## src/rtl/avg_arb_pkg.sv

```systemverilog
// Shared constants and record types for the averaging-pipeline arbiter.
// Tag and result ids are sized for the largest supported requester count (8).
package avg_arb_pkg;

    localparam int DATA_W   = 8;
    localparam int PIPE_LAT = 3;
    localparam int ID_MAX_W = 3;

    typedef struct packed {
        logic                valid;
        logic [ID_MAX_W-1:0] id;
    } tag_t;

    typedef struct packed {
        logic [ID_MAX_W-1:0] id;
        logic [DATA_W-1:0]   avg;
    } res_t;

endpackage

```

## src/rtl/avg_result_fifo.sv

```systemverilog
// First-word-fall-through result buffer with occupancy count.
// Storage is cleared on reset so the head reads as zero when empty after reset.
module avg_result_fifo
    import avg_arb_pkg::*;
#(
    parameter int DEPTH = 5,
    parameter int CNT_W = $clog2(DEPTH + 1)
) (
    input  logic             clk,
    input  logic             rst_n,
    input  logic             push,
    input  res_t             wr_data,
    input  logic             pop,
    output res_t             rd_data,
    output logic             valid,
    output logic [CNT_W-1:0] count
);

    localparam int PTR_W = (DEPTH > 1) ? $clog2(DEPTH) : 1;

    res_t             mem [DEPTH];
    logic [PTR_W-1:0] wr_ptr;
    logic [PTR_W-1:0] rd_ptr;

    function automatic logic [PTR_W-1:0] ptr_inc(input logic [PTR_W-1:0] ptr);
        return (ptr == PTR_W'(DEPTH - 1)) ? '0 : ptr + 1'b1;
    endfunction

    // NOTE: sequential state uses non-blocking assignments so every flop samples pre-edge values.
    // NOTE: the storage array is reset along with the pointers; it is small, and this keeps the head at zero after reset.
    always_ff @(posedge clk or negedge rst_n) begin
        if (!rst_n) begin
            wr_ptr <= '0;
            rd_ptr <= '0;
            count  <= '0;
            for (int i = 0; i < DEPTH; i++) begin
                mem[i] <= '0;
            end
        end else begin
            if (push) begin
                mem[wr_ptr] <= wr_data;
                wr_ptr      <= ptr_inc(wr_ptr);
            end
            if (pop) begin
                rd_ptr <= ptr_inc(rd_ptr);
            end
            count <= count + CNT_W'(push) - CNT_W'(pop);
        end
    end

    assign rd_data = mem[rd_ptr];
    assign valid   = (count != '0);

endmodule

```

## src/rtl/avg_pipe_arbiter.sv

```systemverilog
// Arbitrates N_REQ requesters onto a shared 3-stage averaging pipeline and returns tagged results in issue order.
// Define AVG_ARB_ROUND_ROBIN_EN for round-robin arbitration; otherwise the lowest index wins.
module avg_pipe_arbiter
    import avg_arb_pkg::*;
#(
    parameter int N_REQ      = 4,
    parameter int FIFO_DEPTH = 5,
    parameter int ID_W       = $clog2(N_REQ)
) (
    input  logic                    clk,
    input  logic                    rst_n,
    input  logic [N_REQ-1:0]        req_valid,
    output logic [N_REQ-1:0]        req_ready,
    input  logic [N_REQ*DATA_W-1:0] req_a,
    input  logic [N_REQ*DATA_W-1:0] req_b,
    input  logic [N_REQ*DATA_W-1:0] req_c,
    output logic [DATA_W-1:0]       pipe_a,
    output logic [DATA_W-1:0]       pipe_b,
    output logic [DATA_W-1:0]       pipe_c,
    input  logic [DATA_W-1:0]       pipe_avg,
    output logic                    res_valid,
    input  logic                    res_ready,
    output logic [ID_W-1:0]         res_id,
    output logic [DATA_W-1:0]       res_avg,
    output logic                    busy
);

    localparam int CNT_W = $clog2(FIFO_DEPTH + 1);

    tag_t             tags [PIPE_LAT];
    logic [CNT_W-1:0] inflight;
    logic [CNT_W-1:0] fifo_count;
    logic             issue_ok;
    logic             grant_any;
    logic [ID_W-1:0]  grant_id;
    logic             transfer;
    int               scan_idx;
    res_t             fifo_out;

`ifdef AVG_ARB_ROUND_ROBIN_EN
    // Holds the index that gets first priority on the next arbitration.
    logic [ID_W-1:0] rr_ptr;

    always_ff @(posedge clk or negedge rst_n) begin
        if (!rst_n) begin
            rr_ptr <= '0;
        end else if (transfer) begin
            rr_ptr <= (int'(grant_id) == N_REQ - 1) ? '0 : grant_id + 1'b1;
        end
    end
`endif

    always_comb begin
        inflight = '0;
        for (int i = 0; i < PIPE_LAT; i++) begin
            inflight = inflight + CNT_W'(tags[i].valid);
        end
    end

    // Credit excludes this cycle's pop, keeping res_ready off the req_ready path.
    assign issue_ok = rst_n &&
        (({1'b0, inflight} + {1'b0, fifo_count}) < (CNT_W + 1)'(FIFO_DEPTH));

    // NOTE: every always_comb output gets a default first, so no path can infer a latch.
    always_comb begin
        grant_any = 1'b0;
        grant_id  = '0;
        scan_idx  = 0;
        for (int k = 0; k < N_REQ; k++) begin
`ifdef AVG_ARB_ROUND_ROBIN_EN
            scan_idx = (int'(rr_ptr) + k) % N_REQ;
`else
            scan_idx = k;
`endif
            if (!grant_any && req_valid[scan_idx]) begin
                grant_any = 1'b1;
                grant_id  = ID_W'(scan_idx);
            end
        end
    end

    assign transfer = grant_any && issue_ok;

    always_comb begin
        req_ready = '0;
        pipe_a    = '0;
        pipe_b    = '0;
        pipe_c    = '0;
        if (transfer) begin
            req_ready[grant_id] = 1'b1;
            pipe_a = req_a[int'(grant_id)*DATA_W +: DATA_W];
            pipe_b = req_b[int'(grant_id)*DATA_W +: DATA_W];
            pipe_c = req_c[int'(grant_id)*DATA_W +: DATA_W];
        end
    end

    // The tag pipe mirrors the datapath latency; clearing it on reset hides stale pipeline output.
    always_ff @(posedge clk or negedge rst_n) begin
        if (!rst_n) begin
            for (int i = 0; i < PIPE_LAT; i++) begin
                tags[i] <= '0;
            end
        end else begin
            tags[0] <= '{valid: transfer, id: ID_MAX_W'(grant_id)};
            for (int i = 1; i < PIPE_LAT; i++) begin
                tags[i] <= tags[i-1];
            end
        end
    end

    avg_result_fifo #(
        .DEPTH (FIFO_DEPTH),
        .CNT_W (CNT_W)
    ) u_fifo (
        .clk     (clk),
        .rst_n   (rst_n),
        .push    (tags[PIPE_LAT-1].valid),
        .wr_data ('{id: tags[PIPE_LAT-1].id, avg: pipe_avg}),
        .pop     (res_valid && res_ready),
        .rd_data (fifo_out),
        .valid   (res_valid),
        .count   (fifo_count)
    );

    assign res_id  = ID_W'(fifo_out.id);
    assign res_avg = fifo_out.avg;
    assign busy    = (inflight != '0) || res_valid;

endmodule

```

## config.mk

```make
export PLATFORM = sky130hd
export DESIGN_NAME = avg_pipe_arbiter
export DESIGN_NICKNAME = d
export VERILOG_FILES = /design/src/rtl/avg_arb_pkg.sv /design/src/rtl/avg_result_fifo.sv /design/src/rtl/avg_pipe_arbiter.sv
export SDC_FILE = /design/constraint.sdc
export NUM_CORES = 1
export LEC_CHECK = 0
export BUFFER_PORTS_ARGS = -buffer_cell sky130_fd_sc_hd__buf_4
export CAP_MARGIN = 5
export CORE_MARGIN = 2
export CORE_UTILIZATION = 40
export CTS_BUF_LIST = sky130_fd_sc_hd__clkbuf_8
export CTS_CLUSTER_DIAMETER = 200
export CTS_CLUSTER_SIZE = 12
export DETAILED_ROUTE_END_ITERATION = 8
export PLACE_DENSITY = 0.71
export SYNTH_ARGS = -nofsm -noshare
export SYNTH_HDL_FRONTEND = slang
export SYNTH_SLANG_ARGS = --single-unit
```

## constraint.sdc

```tcl
create_clock -name clk -period 2.9 [get_ports clk]
set_input_delay 0.435 -clock clk [delete_from_list [all_inputs] [get_ports clk]]
set_output_delay 0.435 -clock clk [all_outputs]
set_load 0.01 [all_outputs]
```

**Yosys cells after proc, flatten, opt, wreduce, memory -nomap -nowiden**

Index checks and enable logic that the tools add are counted.

- Mux-type cells: 21
- Reduce and logical (&&, ||, !) cells: 14
- Eq/ne operators: 2
- $add $sub $neg: 7
- Order comparisons: 6
- Shifts and indexed selects: 3
- Bitwise operators: 2

Operator list:

| cell | count |
|---|---|
| $shiftx A32 B6 Y8 | 3 |
| $bwmux W55 | 1 |
| $bmux W11 S3 | 1 |
| $demux W11 S3 | 1 |
| $mux W8 | 3 |
| $mux W10 | 2 |
| $mux W11 | 1 |
| $ge A4 B4 Y1 const B | 2 |
| $logic_and A1 B1 Y1 | 8 |
| $not A3 Y4 | 2 |
| $add A3 B1 Y3 const B | 2 |
| $eq A3 B3 Y1 const B | 2 |
| $mux W1 | 6 |
| $mux W3 | 2 |
| $reduce_bool A3 Y1 | 2 |
| $add A3 B3 Y4 | 1 |
| $lt A4 B1 Y1 const B | 1 |
| $lt A4 B3 Y1 const B | 1 |
| $mux W2 | 2 |
| $mux W4 | 1 |
| $add A2 B1 Y3 | 1 |
| $add A3 B1 Y3 | 1 |
| $logic_not A1 Y1 | 3 |
| $lt A2 B3 Y1 const B | 1 |
| other kinds (5) | 5 |

- Output and inout port bits: 40
- Word-level logic and storage cells: 74
- Register bits after elaboration: 73

**Logic depth before layout (Yosys ltp)**

Gate-level depths: netlist of run 1.

- Word-level depth: 15
- Gate-level depth with buffers: 11

**Modules after synthesis**

A second synthesis of run 1 with hierarchy kept.

- Cells, all modules: 348
- Area, all modules: 3983.8 um2

Modules (own cells, without submodules):

| module | sequential area each (um2) | cells each | area an instance (um2) | instances |
|---|---|---|---|---|
| avg_result_fifo | 1601.5 | 218 | 2989.1 | 1 |
| avg_pipe_arbiter | 225.2 | 130 | 994.7 | 1 |

**Least setup slack after synthesis of run 1**

Ideal clock, no wire load.

- Path type: register -> output
- From: reg tags[3] (netlist bit)
- To: out pipe_a[6]
- Stages on the path, launching flop included: 11
- Data required time: 2.465 ns
- Path slack: -0.042 ns
- Buffers on the path: 2
- Data arrival time: 2.507 ns
- Cell sequence: dfrtp_1 fa_1 ha_1 inv_1 fa_1 nor2b_1 o221ai_1 a21o_1 buf_6 buf_6 o22ai_1

- Word-level cells in the longest chain between the ends: 6

Ends and longest elaborated chain:

| item | line | text |
|---|---|---|
| from (decl) | avg_pipe_arbiter.sv:30 | `tag_t tags [PIPE_LAT];` |
| from (signal, indexed assignment) | avg_pipe_arbiter.sv:106 | `tags[i] <= tags[i-1];` |
| $add A2 B1 Y3 | avg_pipe_arbiter.sv:56 | `inflight = inflight + CNT_W'(tags[i].valid);` |
| $add A3 B3 Y4 | avg_pipe_arbiter.sv:62 | `(({1'b0, inflight} + {1'b0, fifo_count}) < (CNT_W + 1)'(FIFO_DEPTH));` |
| $lt A4 B3 Y1 | avg_pipe_arbiter.sv:62 |  |
| $logic_and A1 B1 Y1 | avg_pipe_arbiter.sv:61 | `assign issue_ok = rst_n &&` |
| $logic_and A1 B1 Y1 | avg_pipe_arbiter.sv:82 | `assign transfer = grant_any && issue_ok;` |
| $mux W8 | avg_pipe_arbiter.sv:89 | `if (transfer) begin` |
| to (decl) | avg_pipe_arbiter.sv:17 | `output logic [DATA_W-1:0] pipe_a,` |

No other way between the ends.

**Worst setup path in the final report of run 1**

- From: reg tags[7] (netlist bit)
- To: out pipe_c[4]

- Word-level cells in the longest chain between the ends: 7

Ends and longest elaborated chain:

| item | line | text |
|---|---|---|
| $add A1 B1 Y2 | avg_pipe_arbiter.sv:56 |  |
| $add A2 B1 Y3 | avg_pipe_arbiter.sv:56 |  |
| $add A3 B3 Y4 | avg_pipe_arbiter.sv:62 |  |
| $lt A4 B3 Y1 | avg_pipe_arbiter.sv:62 |  |
| $logic_and A1 B1 Y1 | avg_pipe_arbiter.sv:61 |  |
| $logic_and A1 B1 Y1 | avg_pipe_arbiter.sv:82 |  |
| $mux W8 | avg_pipe_arbiter.sv:89 |  |
| to (decl) | avg_pipe_arbiter.sv:19 | `output logic [DATA_W-1:0] pipe_c,` |

No other way between the ends.

==> impl_metrics.ini, run 1 <==
[yosys]
async_flop_share_pct = 100
yosysMostFrequentCell = dfrtp_1
ys_types = 38
synth_area_um2 = 3770
ys_seq_elements = 68
yosysWarnings = 0
synth.top_cell.area_share_pct = 45.1
synth_fp_nets = 448
syn_area_per_cell_um2 = 11.6
synth_cells = 326
synth-edff-count = 0
synth_top_area_cell = dfrtp_1
ys_seq_area_share_pct = 45.1
synth_flop_cell = dfrtp_1
synth.area.top_cells = dfrtp_1 45%, mux2_2 15%, mux2i_1 5.3%, a222oi_1 4.2%, a22oi_1 3.2%
synth_commonest_cells = 68 x dfrtp_1, 50 x mux2_2, 20 x mux2i_1, 18 x o22ai_1

[critical_path]
reg2reg_depth = 9
critPathBufInv = 3
critPathLaunchType = flip-flop
crit_path_frequent_cell = fa_1
r2r_slack_ns = 0.45
cp.arrival_ns = 2.97
crit_slowest_cell = fa_1
timing.rr.start = tags[7]
criticalPathCategory = flip-flop to output port
r2r-end = tags[11]
crit_required_ns = 2.47
cp_cell_sequence = fa_1, ha_2, inv_2, fa_1, nor2b_4, o221ai_2, a21o_4, buf_12, o22ai_4, buf_6
cp_slowest_stage_delay_ns = 0.58
cp_top_family = adder cells
crit_path_end_kind = output port
crit_fanout = 7

[routing]
vias = 3357
routedWlPerCell_um = 18.5
ant_nets = 0
dr.pass1.iters = 7
drt-initial-drc-count = 146
routed_wl_um = 11100
via_per_inst = 5.62
drc_errors = 0

[placement]
hpwl_um = 8080
port_buffers = 150
place_area_um2 = 5030
gp_congestion = 0.810

[floorplanning]
die_h_um = 101
coreArea_um2 = 9200
pin_count = 151
rows = 35
initial_core_util_pct = 41.0
dieArea_um2 = 10200
die_x_um = 101

[timing]
fmax_mhz = 294
finalCritPeriodShare_pct = 117
rsz0062_at_grt = yes
setup_ws_ns = -0.502
finalMaxSlewViolations = 0
setup_viol = 28
tightestPinTransition_ns = 0.850
whs_ns = 0.330
slew-limit-headroom_pct = 43.4
finalCriticalPeriod_ns = 3.40
skew_ns = 0.00993
hold_viol = 0

[cts]
clock_latency_ns = 0.34
clockBufferDepth = 2
cts_root_buf = clkbuf_8
clkSinkCount = 68
h-tree-depth = 3
numCtsBuffers = 9
ctsHoldBuffers = 0
cts_tree = done
clk_pin_slew_ns = 0.08

[global_routing]
use_met1_pct = 23.6
grt_pass1_vias = 3529
use_met3_pct = 3.93
grt_pass1_wl_um = 17200
antenna_found_initial = 0
use_met2_pct = 40.3
overflow = 0
grt_start_max_net_pins = 69
busiest_layer = met2
grt_use_total_pct = 21.8

[cells_and_area]
fillers = 757
drive_gt1_share_pct = 54.5
n_antenna_cell = 0
finalNetCount = 603
syn_to_final_growth_pct = 45.7
finalInstanceArea_um2 = 5500

[power_and_ir_drop]
irDropWorstVdd_mv = 0.759
power_leakage_nw = 2.52
cellPowerDensity_nw_per_um2 = 1060

[outcome]
status = finished, violations left
violations = setup timing

[min_path]
hp-class = input port to asynchronous set/reset pin

[flow_run]
drv_cap = 0
## worst max-delay path by stage
stage / startpoint / to / slack [ns] / cells after the start
global placement: tags[7] / pipe_a[2] / -0.12 / 11
global route: tags[7] / pipe_c[0] / -0.65 / 11
CTS: tags[3] / pipe_c[5] / -0.52 / 10
finish: tags[7] / pipe_c[4] / -0.50 / 10
detailed placement: tags[7] / pipe_c[4] / -0.22 / 10
floorplan: tags[3] / pipe_a[0] / -0.009 / 10
## layout by cell type (no fill, tap or decap), types with 2 or more instances in the layout
cell type and instances:
buf_6 7, o22ai_4 5, o22ai_2 3, nand4_1 3
mux2i_1 20, buf_4 157, xnor2_1 2, a222oi_1 16
nor2_2 3, ha_1 7, nand2_1 8, fa_1 3
clkinvlp_4 2, buf_16 2, nand3_1 4, a22oi_1 16
inv_6 2, inv_1 15, and2_1 2, o2bb2ai_1 7
nor2_1 13, dfrtp_1 68, o22ai_1 10, o21ai_0 7
clkbuf_8 10, buf_12 2, mux2_2 50, nor3_4 2
o2bb2ai_2 6, a21oi_1 11, or3_1 2, a21oi_4 2
## per-stage QoR
| stage | utilization, % | power, mW | TNS (ns) | instances | setup WS (ns) |
|---|---|---|---|---|---|
| detailed placement | 54.7 | 4.53 | -4.53 | 578 | -0.216 |
| global placement | 54.7 | 4.40 | -2.19 | 578 | -0.120 |
| floorplan | - | 3.43 | -0.119 | 326 | -0.00917 |
| global route | 59.8 | 6.25 | -17.00 | 597 | -0.648 |
| CTS | 59.0 | 5.78 | -13.94 | 597 | -0.524 |
| finish | 59.8 | 5.83 | -13.12 | 597 | -0.502 |
## where the power goes
| part | switching, mW | total (mW) | internal (mW) |
|---|---|---|---|
| clock | 0.373 | 0.801 | 0.428 |
| sequential | 0.275 | 1.65 | 1.37 |
| combinational | 1.58 | 3.38 | 1.80 |
## state kept, by name, summed over array words and instances, names as in the netlist
| signal | flops |
|---|---|
| u_fifo.wr_ptr | 3 |
| u_fifo.mem | 50 |
| u_fifo.rd_ptr | 3 |
| tags | 9 |
| u_fifo.count | 3 |
## per-layer routing
metal  share of wire [%]  vias to the layer above
met4                 3.0                        0
met5                   0                        -
li1                    -                     1548
met2                  54                      148
met3                 5.3                       27
met1                  37                     1634
## repair_timing
item / 4_1_cts / 5_1_grt
cloned: 2 / 0
resized for setup: 28 / 12
setup buffers: 1 / 0
pin swaps: 11 / 1
setup endpoints to repair: 28 / 28
## cells by family (layout without fill, tap and decap cells)
| kind of cell | count (synthesis) | count (layout) | share of synthesized area [%] |
|---|---|---|---|
| AND/OR/NAND/NOR | 46 | 46 | 6.93 |
| AO/OA/AOI/OAI | 88 | 88 | 17.1 |
| multiplexers | 70 | 70 | 20.2 |
| flip-flops | 68 | 68 | 45.1 |
| adder cells (fa/ha/maj) | 11 | 11 | 4.24 |
| buffers and inverters | 40 | 200 | 5.73 |
| XOR/XNOR | 3 | 3 | 0.696 |
## cell type report
class	instances	area (um^2)	share of cell area [%]
well taps	111	139	2.53
multi-input cells	218	2040	37.0
clock buffers	10	138	2.50
clock inverters	6	71.3	1.30
flip-flops and latches	68	1700	30.9
repair buffers	168	1350	24.6
inverters	16	60.1	1.09
Power figures use the tool's default switching activity.
==> inputs of run 2 (changes only) <==
--- a/config.mk
+++ b/config.mk
@@ -9,7 +9,7 @@
 export CAP_MARGIN = 5
 export CORE_MARGIN = 2
 export CORE_UTILIZATION = 40
-export CTS_BUF_LIST = sky130_fd_sc_hd__clkbuf_8
+export CTS_BUF_LIST = sky130_fd_sc_hd__clkbuf_4
 export CTS_CLUSTER_DIAMETER = 200
 export CTS_CLUSTER_SIZE = 12
 export DETAILED_ROUTE_END_ITERATION = 8
==> run 2 against run 1 <==
Effect of this change:
- the run still ends with setup timing left
- sequential power about the same
- via count decreased by 1.3%
- cell area down 1.2%
- sequential share of layout area grew 0.38 points
- critical path type unchanged
- critical endpoint unchanged
- largest cell class unchanged
- largest power group unchanged
==> impl_metrics.ini, run 2 (same netlist as run 1, synthesis figures left out) <==
[timing]
whs_ns = 0.245
setup_viol = 28
fmax_mhz = 287
tightestPinTransition_ns = 0.858
finalCriticalPeriod_ns = 3.49
finalMaxSlewViolations = 0
rsz0062_at_grt = yes
tns_ns = -15.50
skew_ns = 0.00914
finalCritPeriodShare_pct = 120
setup_ws_ns = -0.587
slew-limit-headroom_pct = 42.8
hold_viol = 0

[cells_and_area]
n_antenna_cell = 0
reg_top3 = u_fifo.mem (50), tags (9)
fin_cells = 597
layout_common_cells = 157 x buf_4, 68 x dfrtp_1, 50 x mux2_2
largest_register_ffs = 50
finalInstanceArea_um2 = 5430
finalNetCount = 603
layout.cells.most_common = buf_4
final_core_util_pct = 59.1
regMostFlops = u_fifo.mem
drive_gt1_share_pct = 54.3
syn_to_final_growth_pct = 43.9

[placement]
gp_congestion = 0.810
port_buffers = 150
place_ws_ns = -0.216
hpwl_um = 8080
placed_cells = 578
place_area_um2 = 5030

[cts]
ctsHoldBuffers = 0
cts_root_buf = clkbuf_4
clk_pin_slew_ns = 0.12
clkSinkCount = 68
numCtsBuffers = 9
cts_tree = done
h-tree-depth = 3
clockBufferDepth = 2
clock_latency_ns = 0.41

[routing]
via_per_inst = 5.55
dr.pass1.iters = 5
ant_nets = 0
drt-initial-drc-count = 159
routed_wl_um = 11000
vias = 3312
drc_errors = 0
routedWlPerCell_um = 18.4

[critical_path]
reg2reg_depth = 9
crit_required_ns = 2.47
cp_cell_sequence = fa_1, ha_2, inv_2, fa_1, nor2b_4, o221ai_2, a21o_4, buf_12, o22ai_4, buf_6
critPathBufInv = 3
cp.arrival_ns = 3.05
critPathLaunchType = flip-flop
criticalPathCategory = flip-flop to output port
crit_path_end_kind = output port
cp_top_family = adder cells
crit_path_frequent_cell = fa_1
crit_fanout = 7
cp_slowest_stage_delay_ns = 0.58
cp_num_cells = 10
r2r_slack_ns = 0.44
crit_slowest_cell = fa_1

[floorplanning]
dieArea_um2 = 10200
rows = 35
die_h_um = 101
pin_count = 151
coreArea_um2 = 9200
die_x_um = 101
initial_core_util_pct = 41.0

[power_and_ir_drop]
power_mw = 5.64
swShare_pct = 39.0
power_leakage_nw = 2.49
p_seq_share_pct = 29.1
p_switching_mw = 2.20
p_int_mw = 3.44
p_clk_share_pct = 11.0
pwr-share-comb_pct = 59.8
cellPowerDensity_nw_per_um2 = 1040
irDropWorstVdd_mv = 0.755

[flow_run]
drv_cap = 0

[outcome]
status = finished, violations left
violations = setup timing

[global_routing]
grt_pass1_wl_um = 17100
grt_start_max_net_pins = 69
grt_use_total_pct = 21.8
overflow = 0
grt_pass1_vias = 3526
antenna_found_initial = 0

[min_path]
hp-class = input port to asynchronous set/reset pin
==> run 2: changes by cell type in the layout (fill, tap and decap cells not counted) <==
cell and delta:
clkbuf_4 +9, clkinv_1 +1, clkbuf_8 -10
==> run 2: final cells by class <==
class | instances | area, um^2
inverters | 16 | 60.1
well taps | 111 | 139
multi-input cells | 218 | 2040
clock inverters | 7 | 75.1
repair buffers | 168 | 1350
fillers | 765 | 3760
flip-flops and latches | 68 | 1700
clock buffers | 9 | 67.6
==> run 2: layer usage <==
| metal | global-route usage (%) | vias to the layer above | part of all wire [%] |
|---|---|---|---|
| met5 | 0 | - | 0 |
| met1 | 23.4 | 1597 | 37 |
| li1 | - | 1552 | - |
| met2 | 40.2 | 139 | 54 |
| met3 | 4.14 | 24 | 5.4 |
| met4 | 11.6 | 0 | 2.8 |
==> run 2: timing repair <==
| action | CTS | global route |
|---|---|---|
| endpoints found under the setup margin | 28 | 28 |
| cloned | 2 | 0 |
| endpoints found under the hold margin | 0 | 0 |
| setup buffers | 1 | 0 |
| pin swaps | 11 | 1 |
| gates resized for setup | 28 | 12 |
==> run 2: power by group through the flow <==
| stage | logic (mW) | registers [mW] | clock network, mW |
|---|---|---|---|
| 2_1_floorplan | 1.84 | 1.59 | 0 |
| 3_3_place_gp | 2.77 | 1.63 | 0 |
| 3_5_place_dp | 2.86 | 1.67 | 0 |
| 4_1_cts | 3.30 | 1.64 | 0.650 |
| 5_1_grt | 3.67 | 1.70 | 0.693 |
| 6_report | 3.37 | 1.64 | 0.622 |
==> run 2: final timing paths <==
kind	from	to
hold / removal	rst_n	u_fifo.mem[13]
setup / recovery	tags[7]	pipe_c[4]
setup reg to reg	tags[7]	tags[11]
hold reg to reg	tags[4]	tags[0]
min in group clk	pipe_avg[4]	u_fifo.mem[26]
max in group asynchronous	rst_n	u_fifo.mem[36]
